`config.mk`:
```
export PLATFORM = sky130hd
export DESIGN_NAME = muldiv_ctrl
export DESIGN_NICKNAME = d
export VERILOG_FILES = /design/src/rtl/muldiv_ctrl.sv
export SDC_FILE = /design/constraint.sdc
export NUM_CORES = 1
export LEC_CHECK = 0
export BUFFER_PORTS_ARGS = -buffer_cell sky130_fd_sc_hd__buf_2
export CELL_PAD_IN_SITES_DETAIL_PLACEMENT = 0
export CELL_PAD_IN_SITES_GLOBAL_PLACEMENT = 1
export CORE_MARGIN = 2
export CORE_UTILIZATION = 40
export CTS_CLUSTER_DIAMETER = 200
export CTS_CLUSTER_SIZE = 8
export DETAILED_ROUTE_END_ITERATION = 16
export PLACE_DENSITY = 0.78
export SLEW_MARGIN = 25
export SYNTH_ARGS = -nofsm -noshare
export SYNTH_HDL_FRONTEND = slang
export SYNTH_SLANG_ARGS = --single-unit
```
`constraint.sdc`:
```
create_clock -name clk -period 5.71 [get_ports clk]
set_input_delay 0 -clock clk [delete_from_list [all_inputs] [get_ports clk]]
set_output_delay 0 -clock clk [all_outputs]
set_load 0.05 [all_outputs]
```
`src/rtl/muldiv_ctrl.sv`:
```
// Multi-cycle MIPS multiply/divide sequencer: shift-add multiplier and restoring divider, one bit per cycle.
// Optional MULDIV_FAST_MUL_EN: MULT/MULTU use a single-cycle combinational product instead.
module muldiv_ctrl #(
  parameter int WIDTH = 32
) (
  input  logic             clk,
  input  logic             rst,
  input  logic             start_i,
  input  logic [1:0]       op_i,
  input  logic [WIDTH-1:0] a_i,
  input  logic [WIDTH-1:0] b_i,
  input  logic             cancel_i,
  output logic             stall_o,
  output logic             busy_o,
  output logic             valid_o,
  output logic [WIDTH-1:0] hi_o,
  output logic [WIDTH-1:0] lo_o
);

  localparam int CNT_W = (WIDTH > 1) ? $clog2(WIDTH) : 1;
  localparam logic [CNT_W-1:0] CNT_LAST = CNT_W'(WIDTH - 1);

  typedef enum logic [1:0] {S_IDLE, S_MUL, S_DIV, S_DONE} state_t;

  state_t               state_q, state_d;
  logic [CNT_W-1:0]     cnt_q, cnt_d;
  logic [2*WIDTH-1:0]   acc_q, acc_d;
  logic [WIDTH:0]       rem_q, rem_d;
  logic [WIDTH-1:0]     quo_q, quo_d;
  logic [WIDTH-1:0]     opb_q, opb_d;
  logic                 neg_q, neg_d;
  logic                 rneg_q, rneg_d;
  logic [WIDTH-1:0]     hi_q, hi_d;
  logic [WIDTH-1:0]     lo_q, lo_d;

  logic                 sgn;
  logic [WIDTH:0]       mul_sum;
  logic [2*WIDTH-1:0]   acc_nx;
  logic [2*WIDTH-1:0]   mul_res;
  logic [WIDTH+1:0]     div_shl;
  logic [WIDTH+1:0]     div_diff;
  logic [WIDTH:0]       rem_nx;
  logic [WIDTH-1:0]     quo_nx;

  // Magnitude is formed in WIDTH+1 bits so the most-negative operand maps to 2^(WIDTH-1).
  function automatic logic [WIDTH-1:0] mag(input logic [WIDTH-1:0] v, input logic s);
    logic [WIDTH:0] e;
    e = {s & v[WIDTH-1], v};
    if (e[WIDTH]) e = -e;
    return e[WIDTH-1:0];
  endfunction

`ifdef MULDIV_FAST_MUL_EN
  logic [2*WIDTH-1:0] ext_a, ext_b, prod_fast;
  // Sign-extending to 2*WIDTH makes the truncated unsigned product correct for both signednesses.
  always_comb begin
    ext_a     = {{WIDTH{sgn & a_i[WIDTH-1]}}, a_i};
    ext_b     = {{WIDTH{sgn & b_i[WIDTH-1]}}, b_i};
    prod_fast = ext_a * ext_b;
  end
`endif

  assign sgn = ~op_i[0];

  always_comb begin
    mul_sum  = {1'b0, acc_q[2*WIDTH-1:WIDTH]} + {1'b0, (acc_q[0] ? opb_q : {WIDTH{1'b0}})};
    acc_nx   = {mul_sum, acc_q[WIDTH-1:1]};
    mul_res  = neg_q ? -acc_nx : acc_nx;
    div_shl  = {rem_q, quo_q[WIDTH-1]};
    div_diff = div_shl - {2'b00, opb_q};
    rem_nx   = div_diff[WIDTH+1] ? div_shl[WIDTH:0] : div_diff[WIDTH:0];
    quo_nx   = {quo_q[WIDTH-2:0], ~div_diff[WIDTH+1]};
  end

  always_comb begin
    state_d = state_q;
    cnt_d   = cnt_q;
    acc_d   = acc_q;
    rem_d   = rem_q;
    quo_d   = quo_q;
    opb_d   = opb_q;
    neg_d   = neg_q;
    rneg_d  = rneg_q;
    hi_d    = hi_q;
    lo_d    = lo_q;
    case (state_q)
      S_IDLE: begin
        if (start_i && !cancel_i) begin
          cnt_d  = '0;
          rem_d  = '0;
          neg_d  = sgn & (a_i[WIDTH-1] ^ b_i[WIDTH-1]);
          rneg_d = sgn & a_i[WIDTH-1];
          if (op_i[1]) begin
            quo_d = mag(a_i, sgn);
            opb_d = mag(b_i, sgn);
            if (b_i == '0) begin
              hi_d    = a_i;
              lo_d    = '1;
              state_d = S_DONE;
            end else begin
              state_d = S_DIV;
            end
          end else begin
`ifdef MULDIV_FAST_MUL_EN
            {hi_d, lo_d} = prod_fast;
            state_d      = S_DONE;
`else
            acc_d   = {{WIDTH{1'b0}}, mag(b_i, sgn)};
            opb_d   = mag(a_i, sgn);
            state_d = S_MUL;
`endif
          end
        end
      end
      S_MUL: begin
        acc_d = acc_nx;
        cnt_d = cnt_q + 1'b1;
        if (cnt_q == CNT_LAST) begin
          {hi_d, lo_d} = mul_res;
          state_d      = S_DONE;
        end
      end
      S_DIV: begin
        rem_d = rem_nx;
        quo_d = quo_nx;
        cnt_d = cnt_q + 1'b1;
        if (cnt_q == CNT_LAST) begin
          hi_d    = rneg_q ? -rem_nx[WIDTH-1:0] : rem_nx[WIDTH-1:0];
          lo_d    = neg_q ? -quo_nx : quo_nx;
          state_d = S_DONE;
        end
      end
      default: state_d = S_IDLE;
    endcase
    // A flush drops the op in flight without touching the visible result.
    if (cancel_i && state_q != S_IDLE) begin
      state_d = S_IDLE;
      hi_d    = hi_q;
      lo_d    = lo_q;
    end
  end

  always_ff @(posedge clk) begin
    if (rst) begin
      state_q <= S_IDLE;
      cnt_q   <= '0;
      hi_q    <= '0;
      lo_q    <= '0;
    end else begin
      state_q <= state_d;
      cnt_q   <= cnt_d;
      hi_q    <= hi_d;
      lo_q    <= lo_d;
    end
  end

  always_ff @(posedge clk) begin
    acc_q  <= acc_d;
    rem_q  <= rem_d;
    quo_q  <= quo_d;
    opb_q  <= opb_d;
    neg_q  <= neg_d;
    rneg_q <= rneg_d;
  end

  assign busy_o  = (state_q == S_MUL) || (state_q == S_DIV);
  assign stall_o = busy_o || (state_q == S_IDLE && start_i && !cancel_i);
  assign valid_o = (state_q == S_DONE) && !cancel_i;
  assign hi_o    = hi_q;
  assign lo_o    = lo_q;

endmodule

```
Word-level counts from Yosys, hierarchy flattened

Cells that the tools add are included.
W data, S select, Z words.

Add/subtract/negate cells: 8
Equality and inequality tests: 11
Muxes and demuxes: 35
Bitwise logic cells: 7
Reductions and logical operators: 24

Operators by type and width:

| kind                  | number |
|---|---|
| $mux W32              | 18 |
| $mux W64              | 3 |
| $pmux W32 S3          | 2 |
| $neg A32 Y32          | 4 |
| $pmux W64 S2          | 1 |
| $mux W33              | 2 |
| $pmux W33 S2          | 1 |
| $neg A64 Y64          | 1 |
| $pmux W32 S2          | 1 |
| $sub A34 B32 Y34      | 1 |
| $add A32 B32 Y33      | 1 |
| $logic_not A32 Y1     | 1 |
| $ne A2 B2 Y1 const B  | 6 |
| $pmux W5 S2           | 1 |
| $reduce_and A2 Y1     | 4 |
| $reduce_bool A2 Y1    | 4 |
| $reduce_and A7 Y1     | 1 |
| $mux W2               | 3 |
| $reduce_and A3 Y1     | 2 |
| $add A5 B1 Y5 const B | 1 |
| $eq A5 B5 Y1 const B  | 1 |
| $logic_and A1 B1 Y1   | 5 |
| $mux W5               | 1 |
| $eq A2 B2 Y1 const B  | 2 |
| 12 further kinds      | 18 |

Register bits: 234
Input port bits: 70
Output and inout port bits: 67
Word-level logic and storage cells: 95

Longest topological paths before layout

Gate-level depths: netlist (run 1).

Word-level depth: 6
Gate-level depth with buffers: 22

Worst setup path after synthesis (run 1)

No wires, ideal clock.

Path type: flip-flop to flip-flop
Start point: reg rem_q[0]
End point: reg hi_q[28], in the netlist hi_o[28]
Setup time: 0.133 ns
Arrival time: 4.747 ns
Path slack: 0.830 ns
Cell stages (with the launch flop): 21
Path buffers: 2
Cell sequence: edfxtp_1 -> ha_1 -> nor2b_1 -> o31a_1 -> o211a_1 -> o31ai_1 -> a21oi_1 -> a211oi_4 -> inv_2 -> buf_6 -> clkbuf_1 -> a21oi_1 -> ha_1 -> inv_1 -> nor4_1 -> nand4_1 -> nor4b_1 -> nor2_1 -> o41ai_1 -> xnor2_1 -> o221ai_1

Word-level cells in the longest chain between the ends: 6

Ends and longest elaborated chain:

| what                   | RTL line | source |
|---|---|---|
| start, declared        | 28       | `logic [WIDTH:0] rem_q, rem_d;` |
| start signal, assigned | 159      | `rem_q <= rem_d;` |
| $sub A34 B32 Y34       | 70       | `div_diff = div_shl - {2'b00, opb_q};` |
| $mux W33 (*)           | 71       | `rem_nx = div_diff[WIDTH+1] ? div_shl[WIDTH:0] : div_diff[WIDTH:0];` |
| $neg A32 Y32           | 128      | `hi_d = rneg_q ? -rem_nx[WIDTH-1:0] : rem_nx[WIDTH-1:0];` |
| $mux W32 (*)           | 128      |  |
| $mux W32 (*)           | 127      | `if (cnt_q == CNT_LAST) begin` |
| $pmux W32 S3 (*)       | 86       | `case (state_q)` |
| end signal, assigned   | 152      | `hi_q <= hi_d;` |
| end, declared          | 33       | `logic [WIDTH-1:0] hi_q, hi_d;` |

Every way passes the cells marked *; elsewhere a longest branch is shown, timed or not. The select of a mux whose other input is x is not followed.
A chain may end at the register's enable or synchronous reset.

Worst setup path in the final report (run 1)

Same ends and word-level chain as after synthesis.

==> Flow_metrics.wiki, run 1 <==
{| class="wikitable"
! Metric !! Value
|-
| RSZ-0062 raised after global routing || false
|-
| Category of the critical setup timing path || flip-flop to flip-flop
|-
| Max_cap viols || 0
|-
| Post-DP HPWL || 58400 um
|-
| Deepest level of the CTS H-tree || 2
|-
| Die height || 224 um
|-
| Total design power || 9.96 mW
|-
| Post-synthesis net count || 2391
|-
| Post-synthesis to final-layout area growth || 12.2%
|-
| Core region area || 47700 um^2
|-
| Filler cell count in the final layout || 4621
|-
| Leading cell type in the layout, fill and taps excluded || sky130_fd_sc_hd__nor2_1
|-
| Clock latency at the later pin of the worst-skew pair || 0.55 ns
|-
| Hold_buf cts || 17
|-
| Static power due to leakage || 8.13 nW
|-
| Main flop type after synthesis || sky130_fd_sc_hd__edfxtp_1
|-
| Number of global-route vias before repair || 17500
|-
| Drc violations || 0
|-
| Clock tree from TritonCTS || done
|-
| Top fanout value on the critical path || 8
|-
| Time the final worst path needs with I/O delays and setup || 5.44 ns
|-
| Clock root buffer || sky130_fd_sc_hd__clkbuf_16
|-
| Synth cell types || 95
|-
| Worst ir drop on vdd || 0.352 mV
|-
| Antenna Cells || 0
|-
| Post-synthesis instance area || 19400 um^2
|-
| CTS Buffer Depth || 3
|-
| Final TNS setup || 0 ns
|-
| Number of nets in the layout || 2487
|-
| Final antenna-violating net count || 0
|-
| YS warnings || 0
|-
| Clock sink total || 234
|-
| Post-synth ARST share || 0%
|-
| WL per Instance || 25.5 um
|-
| Path category of the worst min-delay check || input port to flip-flop
|-
| Share of the yosys chip area belonging to registers || 32.6%
|-
| TritonCTS buffer count || 35
|-
| Cell Count Post-Placement || 2901
|-
| Final Hold Violating Endpoints || 0
|-
| Via total after detailed routing || 18600
|-
| Final wirelength || 75700 um
|-
| Measured slew at the worst slew-check pin || 1.06 ns
|-
| Commonest cells after routing, fill and taps aside || 226 x sky130_fd_sc_hd__nor2_1, 163 x sky130_fd_sc_hd__edfxtp_1, 159 x sky130_fd_sc_hd__nand2_1
|-
| Post-route standard cell area excluding fillers || 21700 um^2
|-
| Detailed Route Iter0 Violations || 1976
|-
| Proportion of layout cells with a drive suffix above 1 || 14.8%
|-
| Total global routing track utilization || 29.2%
|-
| Worst-case setup slack after placement || 0.460 ns
|-
| Post-route worst setup slack || 0.270 ns
|-
| Routability cong. || 0.988
|-
| Element type at the critical path start || flip-flop
|-
| Overflow after GRT || 0
|-
| Fin Clk Skew || 0.0379 ns
|-
| Synth Area per Inst || 8.63 um^2
|-
| Arr. time, crit path || 5.85 ns
|-
| Fraction of the cycle the final worst path needs || 95.3%
|-
| First-pass DRT Iterations || 6
|-
| Setup crit end kind || flip-flop
|-
| Routed via count divided by cell count || 6.26
|-
| Count of buffers added by post-CTS timing repair for setup || 0
|-
| Largest net degree at the start of global routing || 103
|-
| Clock-pin slew on the worst setup and hold paths || 0.06 ns
|-
| Die Outline Area || 50200 um^2
|-
| Power per Cell Area || 458 nW/um^2
|-
| Post-route insts no fill || 2974
|-
| Wire length of the first global-routing pass || 111000 um
|-
| CTS resizes || 0
|-
| Required time of the critical path || 6.12 ns
|-
| Utilization after layout || 45.5%
|-
| Std-Cell Rows || 80
|-
| Initial Utilization || 40.6%
|-
| Status || complete, no violations
|-
| Max-slew violations || 0
|-
| Worst hold slack || 0.0178 ns
|-
| Top-level I/O count || 137
|-
| Instance area at placement || 20600 um^2
|-
| Total of buffers placed on input and output ports || 136
|-
| Final count of negative-setup-slack endpoints || 0
|-
| Slew HR || 29.6%
|-
| Number of standard cells after synthesis || 2244
|-
| Number of antenna violations at the first check in global routing || 0
|-
| Number of flip-flops and latches in the synthesized netlist || 234
|-
| Achievable frequency || 0.184 GHz
|-
| Die outline width || 224 um
|-
| Count of flip-flops with a built-in enable after synthesis || 163
|}
[power breakdown]
part / internal (mW) / total, mW / switching [mW]
combinational: 1.79 / 5.43 / 3.64
sequential: 2.25 / 2.55 / 0.301
clock: 1.16 / 1.98 / 0.823
total: 5.20 / 9.96 / 4.76
[per-layer routing]
layer | vias to the layer above | global-route usage [%] | part of all wire, %
li1 | 8498 | - | -
met1 | 8975 | 37.5 | 41
met2 | 932 | 47.8 | 46
met3 | 209 | 3.41 | 6.6
met4 | 0 | 16.6 | 6.6
met5 | - | 0 | 0
[flip-flops by register name, summed over array words and instances, names as in the netlist]
register and cells:
acc_q 64, state_q 2, quo_q 32, neg_q 1
cnt_q 5, lo_o 32, opb_q 32, hi_o 32
rneg_q 1, rem_q 33
[cells in the mapped netlist (41+ instances only)]
library cell	instances	area share [%]
sky130_fd_sc_hd__nand2_1	159	3.1
sky130_fd_sc_hd__xnor2_1	138	6.2
sky130_fd_sc_hd__edfxtp_1	163	25
sky130_fd_sc_hd__o31ai_1	41	1.6
sky130_fd_sc_hd__dfxtp_1	71	7.3
sky130_fd_sc_hd__nor2b_1	41	1.3
sky130_fd_sc_hd__inv_1	69	1.3
sky130_fd_sc_hd__mux2_2	75	4.4
sky130_fd_sc_hd__mux2i_1	43	2.2
sky130_fd_sc_hd__clkbuf_1	92	1.8
sky130_fd_sc_hd__ha_1	75	4.8
sky130_fd_sc_hd__o21ai_0	148	3.8
sky130_fd_sc_hd__nor3_1	59	1.5
sky130_fd_sc_hd__a21oi_1	142	3.7
sky130_fd_sc_hd__and2_1	77	2.5
sky130_fd_sc_hd__xor2_1	60	2.7
sky130_fd_sc_hd__nor2_1	226	4.4
[worst max-delay path, cell delays in order, from the launching register on]
cell and delay, ns:
sky130_fd_sc_hd__edfxtp_1 0.48, sky130_fd_sc_hd__ha_1 0.32, sky130_fd_sc_hd__nor2b_1 0.14, sky130_fd_sc_hd__o31a_1 0.35, sky130_fd_sc_hd__o211a_1 0.33, sky130_fd_sc_hd__o31ai_1 0.30
sky130_fd_sc_hd__a21oi_1 0.17, sky130_fd_sc_hd__a211oi_4 0.28, sky130_fd_sc_hd__inv_2 0.16, sky130_fd_sc_hd__mux2i_1 0.31, sky130_fd_sc_hd__ha_1 0.27, sky130_fd_sc_hd__inv_1 0.10
sky130_fd_sc_hd__nor4_1 0.31, sky130_fd_sc_hd__buf_4 0.17, sky130_fd_sc_hd__nand4_1 0.10, sky130_fd_sc_hd__nor4b_1 0.64, sky130_fd_sc_hd__nor2_1 0.10, sky130_fd_sc_hd__o41ai_1 0.44
sky130_fd_sc_hd__xnor2_1 0.19, sky130_fd_sc_hd__o221ai_1 0.14
[final timing paths]
path,start,endpoint,slack (ns),depth (start not counted)
setup reg to reg,rem_q[0]$_SDFFCE_PN0P_,hi_o[28]$_SDFFE_PP0P_,0.27,19
setup / recovery,rem_q[0]$_SDFFCE_PN0P_,hi_o[28]$_SDFFE_PP0P_,0.27,19
hold / removal,b_i[10],acc_q[10]$_DFFE_PP_,0.02,3
hold reg to reg,hi_o[0]$_SDFFE_PP0P_,hi_o[0]$_SDFFE_PP0P_,0.45,2
[logic make-up after synthesis]
logic type      after synthesis  synth area share (%)
xor+xnor                    198                  8.96
buf+inv                     200                  4.19
simple gates                810                  21.5
mux                         118                  6.59
flops                       234                  32.6
fa+ha+maj                    77                  5.05
compound gates              607                  21.1
[cell type report]
type,instances,area (um^2),share of cell area (%)
clock inverter,3,33.8,0.155
timing repair buffer,186,1100,5.05
multi-input combinational,1810,12300,56.5
clock buffer,53,965,4.44
inverter,73,274,1.26
sequential,234,6320,29.1
tap,615,769,3.54
(Power assumes the default switching activity.)
==> run 2: changes to the inputs <==
- CORE_MARGIN: 2 -> 4
- SETUP_SLACK_MARGIN: not set -> 0.02
==> run 2 against run 1 <==
Net effect:
- sequential share of layout area down 0.13 points
- routed wire length grew 2.5%
- first-iteration DRC count increased by 3.4%
- hold slack better by 0.0027 ns
- global-route usage shrank 0.77 points
- core utilization grew 0.21 points
- clock power hardly changed
- via count about the same
- sequential cell count is the same
- critical endpoint unchanged
- highest routed layer unchanged
==> Flow_metrics.wiki, run 2 (synthesis gave the netlist of run 1 again) <==
{| class="wikitable"
! Metric !! Value
|-
| First-pass DRT Iterations || 6 (unchanged)
|-
| Total of buffers placed on input and output ports || 136 (unchanged)
|-
| Std-Cell Rows || 80 (unchanged)
|-
| Die Outline Area || 52000 um^2 (+3.6%)
|-
| Number of antenna violations at the first check in global routing || 3 (+3)
|-
| Worst hold slack || 0.0206 ns (+0.00275 ns)
|-
| Overflow after GRT || 0 (unchanged)
|-
| Top fanout value on the critical path || 9 (+1)
|-
| Routability cong. || 1.01 (+1.7%)
|-
| Family of cells with the greatest summed delay on the critical path || compound AO/OA/AOI/OAI gates
|-
| Clock-pin slew on the worst setup and hold paths || 0.06 ns (about the same)
|-
| Clock root buffer || sky130_fd_sc_hd__clkbuf_16
|-
| Clock tree from TritonCTS || done
|-
| Number of nets in the layout || 2495 (+0.32%)
|-
| Largest register by flop count || acc_q
|-
| Count of buffers added by post-CTS timing repair for setup || 0 (unchanged)
|-
| Die outline width || 228 um (+1.8%)
|-
| Critical Path Max Stage Delay || 0.50 ns (-0.14 ns)
|-
| Measured slew at the worst slew-check pin || 1.03 ns (-0.0210 ns)
|-
| Power per Cell Area || 461 nW/um^2 (+0.57%)
|-
| Core region area || 47700 um^2 (unchanged)
|-
| Final Hold Violating Endpoints || 0 (unchanged)
|-
| Standard cell with the maximum stage delay on the critical path || sky130_fd_sc_hd__edfxtp_1
|-
| Deepest level of the CTS H-tree || 2 (unchanged)
|-
| Element type at the critical path start || flip-flop
|-
| Clock latency at the later pin of the worst-skew pair || 0.55 ns (about the same)
|-
| Wire length of the first global-routing pass || 115000 um (+3.5%)
|-
| Path category of the worst min-delay check || input port to flip-flop
|-
| Final count of negative-setup-slack endpoints || 0 (unchanged)
|-
| Fin Clk Skew || 0.0204 ns (-0.0175 ns)
|-
| Reg-to-reg critical path startpoint || rem_q[1]$_SDFFCE_PN0P_
|-
| Utilization after layout || 45.7% (+0.21 points)
|-
| CTS Buffer Depth || 3 (unchanged)
|-
| Top-level I/O count || 137 (unchanged)
|-
| Proportion of layout cells with a drive suffix above 1 || 14.7% (about the same)
|-
| Final wirelength || 77600 um (+2.5%)
|-
| Routed via count divided by cell count || 6.24 (-0.29%)
|-
| Number of cell instances on the worst register-to-register path || 19 (unchanged)
|-
| Slew HR || 31.0% (+1.4 points)
|-
| Commonest cells after routing, fill and taps aside || 226 x sky130_fd_sc_hd__nor2_1, 163 x sky130_fd_sc_hd__edfxtp_1, 159 x sky130_fd_sc_hd__nand2_1
|-
| Max-slew violations || 0 (unchanged)
|-
| Sum of buffers and inverters on the critical path || 3 (unchanged)
|-
| Register-to-Register Setup Slack || 0.31 ns (+0.04 ns)
|-
| Top flop regs || acc_q x64, rem_q x33
|-
| Post-route insts no fill || 2983 (+0.30%)
|-
| Detailed Route Iter0 Violations || 2044 (+3.4%)
|-
| TritonCTS buffer count || 35 (unchanged)
|-
| Drc violations || 0 (unchanged)
|-
| Fraction of the cycle the final worst path needs || 94.6% (-0.72 points)
|-
| Arr. time, crit path || 5.81 ns (-0.04 ns)
|-
| Clock sink total || 234 (unchanged)
|-
| Via total after detailed routing || 18600 (+0.016%)
|-
| Number of flip-flops under the largest register name || 64 (unchanged)
|-
| Startpoint of the worst hold path || b_i[7]
|-
| Leading cell type in the layout, fill and taps excluded || sky130_fd_sc_hd__nor2_1
|-
| RSZ-0062 raised after global routing || false
|-
| Endpoint of the most critical register-to-register path || hi_o[28]$_SDFFE_PP0P_
|-
| Total global routing track utilization || 28.5% (-0.77 points)
|-
| Category of the critical setup timing path || flip-flop to flip-flop
|-
| Static power due to leakage || 8.17 nW (+0.47%)
|-
| Time the final worst path needs with I/O delays and setup || 5.40 ns (-0.0409 ns)
|-
| Worst path cell trace || ha_1 > o211a_1 > o31a_1 > o211a_1 > o31ai_1 > a21oi_1 > a211oi_4 > inv_2 > mux2i_1 > ha_1 > inv_1 > nor4_1 > buf_4 > nand4_1 > nor4b_2 > nor2_1 > o41ai_1 > xnor2_1 > o221ai_1
|-
| Final TNS setup || 0 ns (unchanged)
|-
| Instance area at placement || 20600 um^2 (unchanged)
|-
| Cell Count Post-Placement || 2900 (-0.034%)
|-
| Achievable frequency || 0.185 GHz (+0.76%)
|-
| Setup crit end kind || flip-flop
|-
| Post-route standard cell area excluding fillers || 21800 um^2 (+0.47%)
|-
| Initial Utilization || 40.6% (unchanged)
|-
| Max_cap viols || 0 (unchanged)
|-
| Die height || 228 um (+1.8%)
|-
| Largest net degree at the start of global routing || 103 (unchanged)
|-
| Count of cells along the worst hold path || 4 (+1)
|-
| WL per Instance || 26.0 um (+2.2%)
|-
| Number of global-route vias before repair || 17800 (+1.6%)
|-
| Post-synthesis to final-layout area growth || 12.8%
|-
| Post-DP HPWL || 59900 um (+2.7%)
|-
| Status || complete, no violations
|-
| Final antenna-violating net count || 0 (unchanged)
|-
| Worst Hold Endpoint || opb_q[7]$_DFFE_PP_
|-
| Filler cell count in the final layout || 4650 (+0.63%)
|-
| Required time of the critical path || 6.12 ns (about the same)
|-
| Worst ir drop on vdd || 0.239 mV (-32%)
|}
==> run 2: changes by cell type in the layout (fill, tap and decap cells not counted), sizes merged <==
cell,previous run,this run
dlygate4sd3,17,26
buf,169,168
diode,0,1
==> run 2: where the power goes <==
group,internal (mW),total [mW],leakage (nW),switching [mW]
Combinational,1.81,5.52,5.59,3.71
Sequential,2.25,2.55,2.10,0.309
Clock,1.16,1.99,0.479,0.828
==> run 2: worst reg2reg max path: cells and delay by family, from the launching register on <==
kind / cells / cell delay, ns
buffers and inverters: 3 / 0.47
AND/OR/NAND/NOR: 4 / 0.93
multiplexers: 1 / 0.29
XOR/XNOR: 1 / 0.19
adder cells (fa/ha/maj): 2 / 0.71
flip-flops: 1 / 0.50
AO/OA/AOI/OAI: 8 / 2.17
==> run 2: final cells by class <==
class	instances	area [um^2]	area share, %
Clock inverter	3	33.8	0.155
Clock buffer	53	965	4.42
Multi-Input combinational cell	1810	12300	56.3
Inverter	73	274	1.26
Antenna cell	1	2.50	0.0115
Tap cell	615	769	3.52
Sequential cell	234	6320	28.9
Timing Repair Buffer	194	1190	5.44
==> run 2: routing by layer <==
layer,part of all wire [%],vias to the layer above,track usage (%)
li1,-,8518,-
met1,41,9067,36.9
met2,47,851,47.1
met3,6.4,181,2.89
met4,6.0,0,15.1
met5,0,-,0
==> run 2: worst max path at each step <==
stage | from | endpoint | slack [ns] | cells after the start
5_1_grt | opb_q[8]$_DFFE_PP_ | hi_o[28]$_SDFFE_PP0P_ | 0.12 | 20
4_1_cts | opb_q[8]$_DFFE_PP_ | hi_o[28]$_SDFFE_PP0P_ | 0.25 | 20
2_1_floorplan | rem_q[0]$_SDFFCE_PN0P_ | hi_o[28]$_SDFFE_PP0P_ | 0.83 | 20
3_5_place_dp | opb_q[8]$_DFFE_PP_ | hi_o[28]$_SDFFE_PP0P_ | 0.32 | 20
6_report | rem_q[1]$_SDFFCE_PN0P_ | hi_o[28]$_SDFFE_PP0P_ | 0.31 | 19
3_3_place_gp | opb_q[8]$_DFFE_PP_ | hi_o[28]$_SDFFE_PP0P_ | 0.42 | 20
==> run 2: what timing repair did <==
action,CTS,global route
hold buffers,26,0
resized for setup,0,2
endpoints found under the hold margin,28,0
endpoints found under the setup margin,0,2
==> run 2: stage by stage <==
step	setup WS, ns	power [mW]
final	0.311	10.1
after global routing	0.123	10.5
after CTS	0.254	9.96
after detailed placement	0.317	7.93
after global placement	0.421	7.90
after floorplan	0.830	6.20
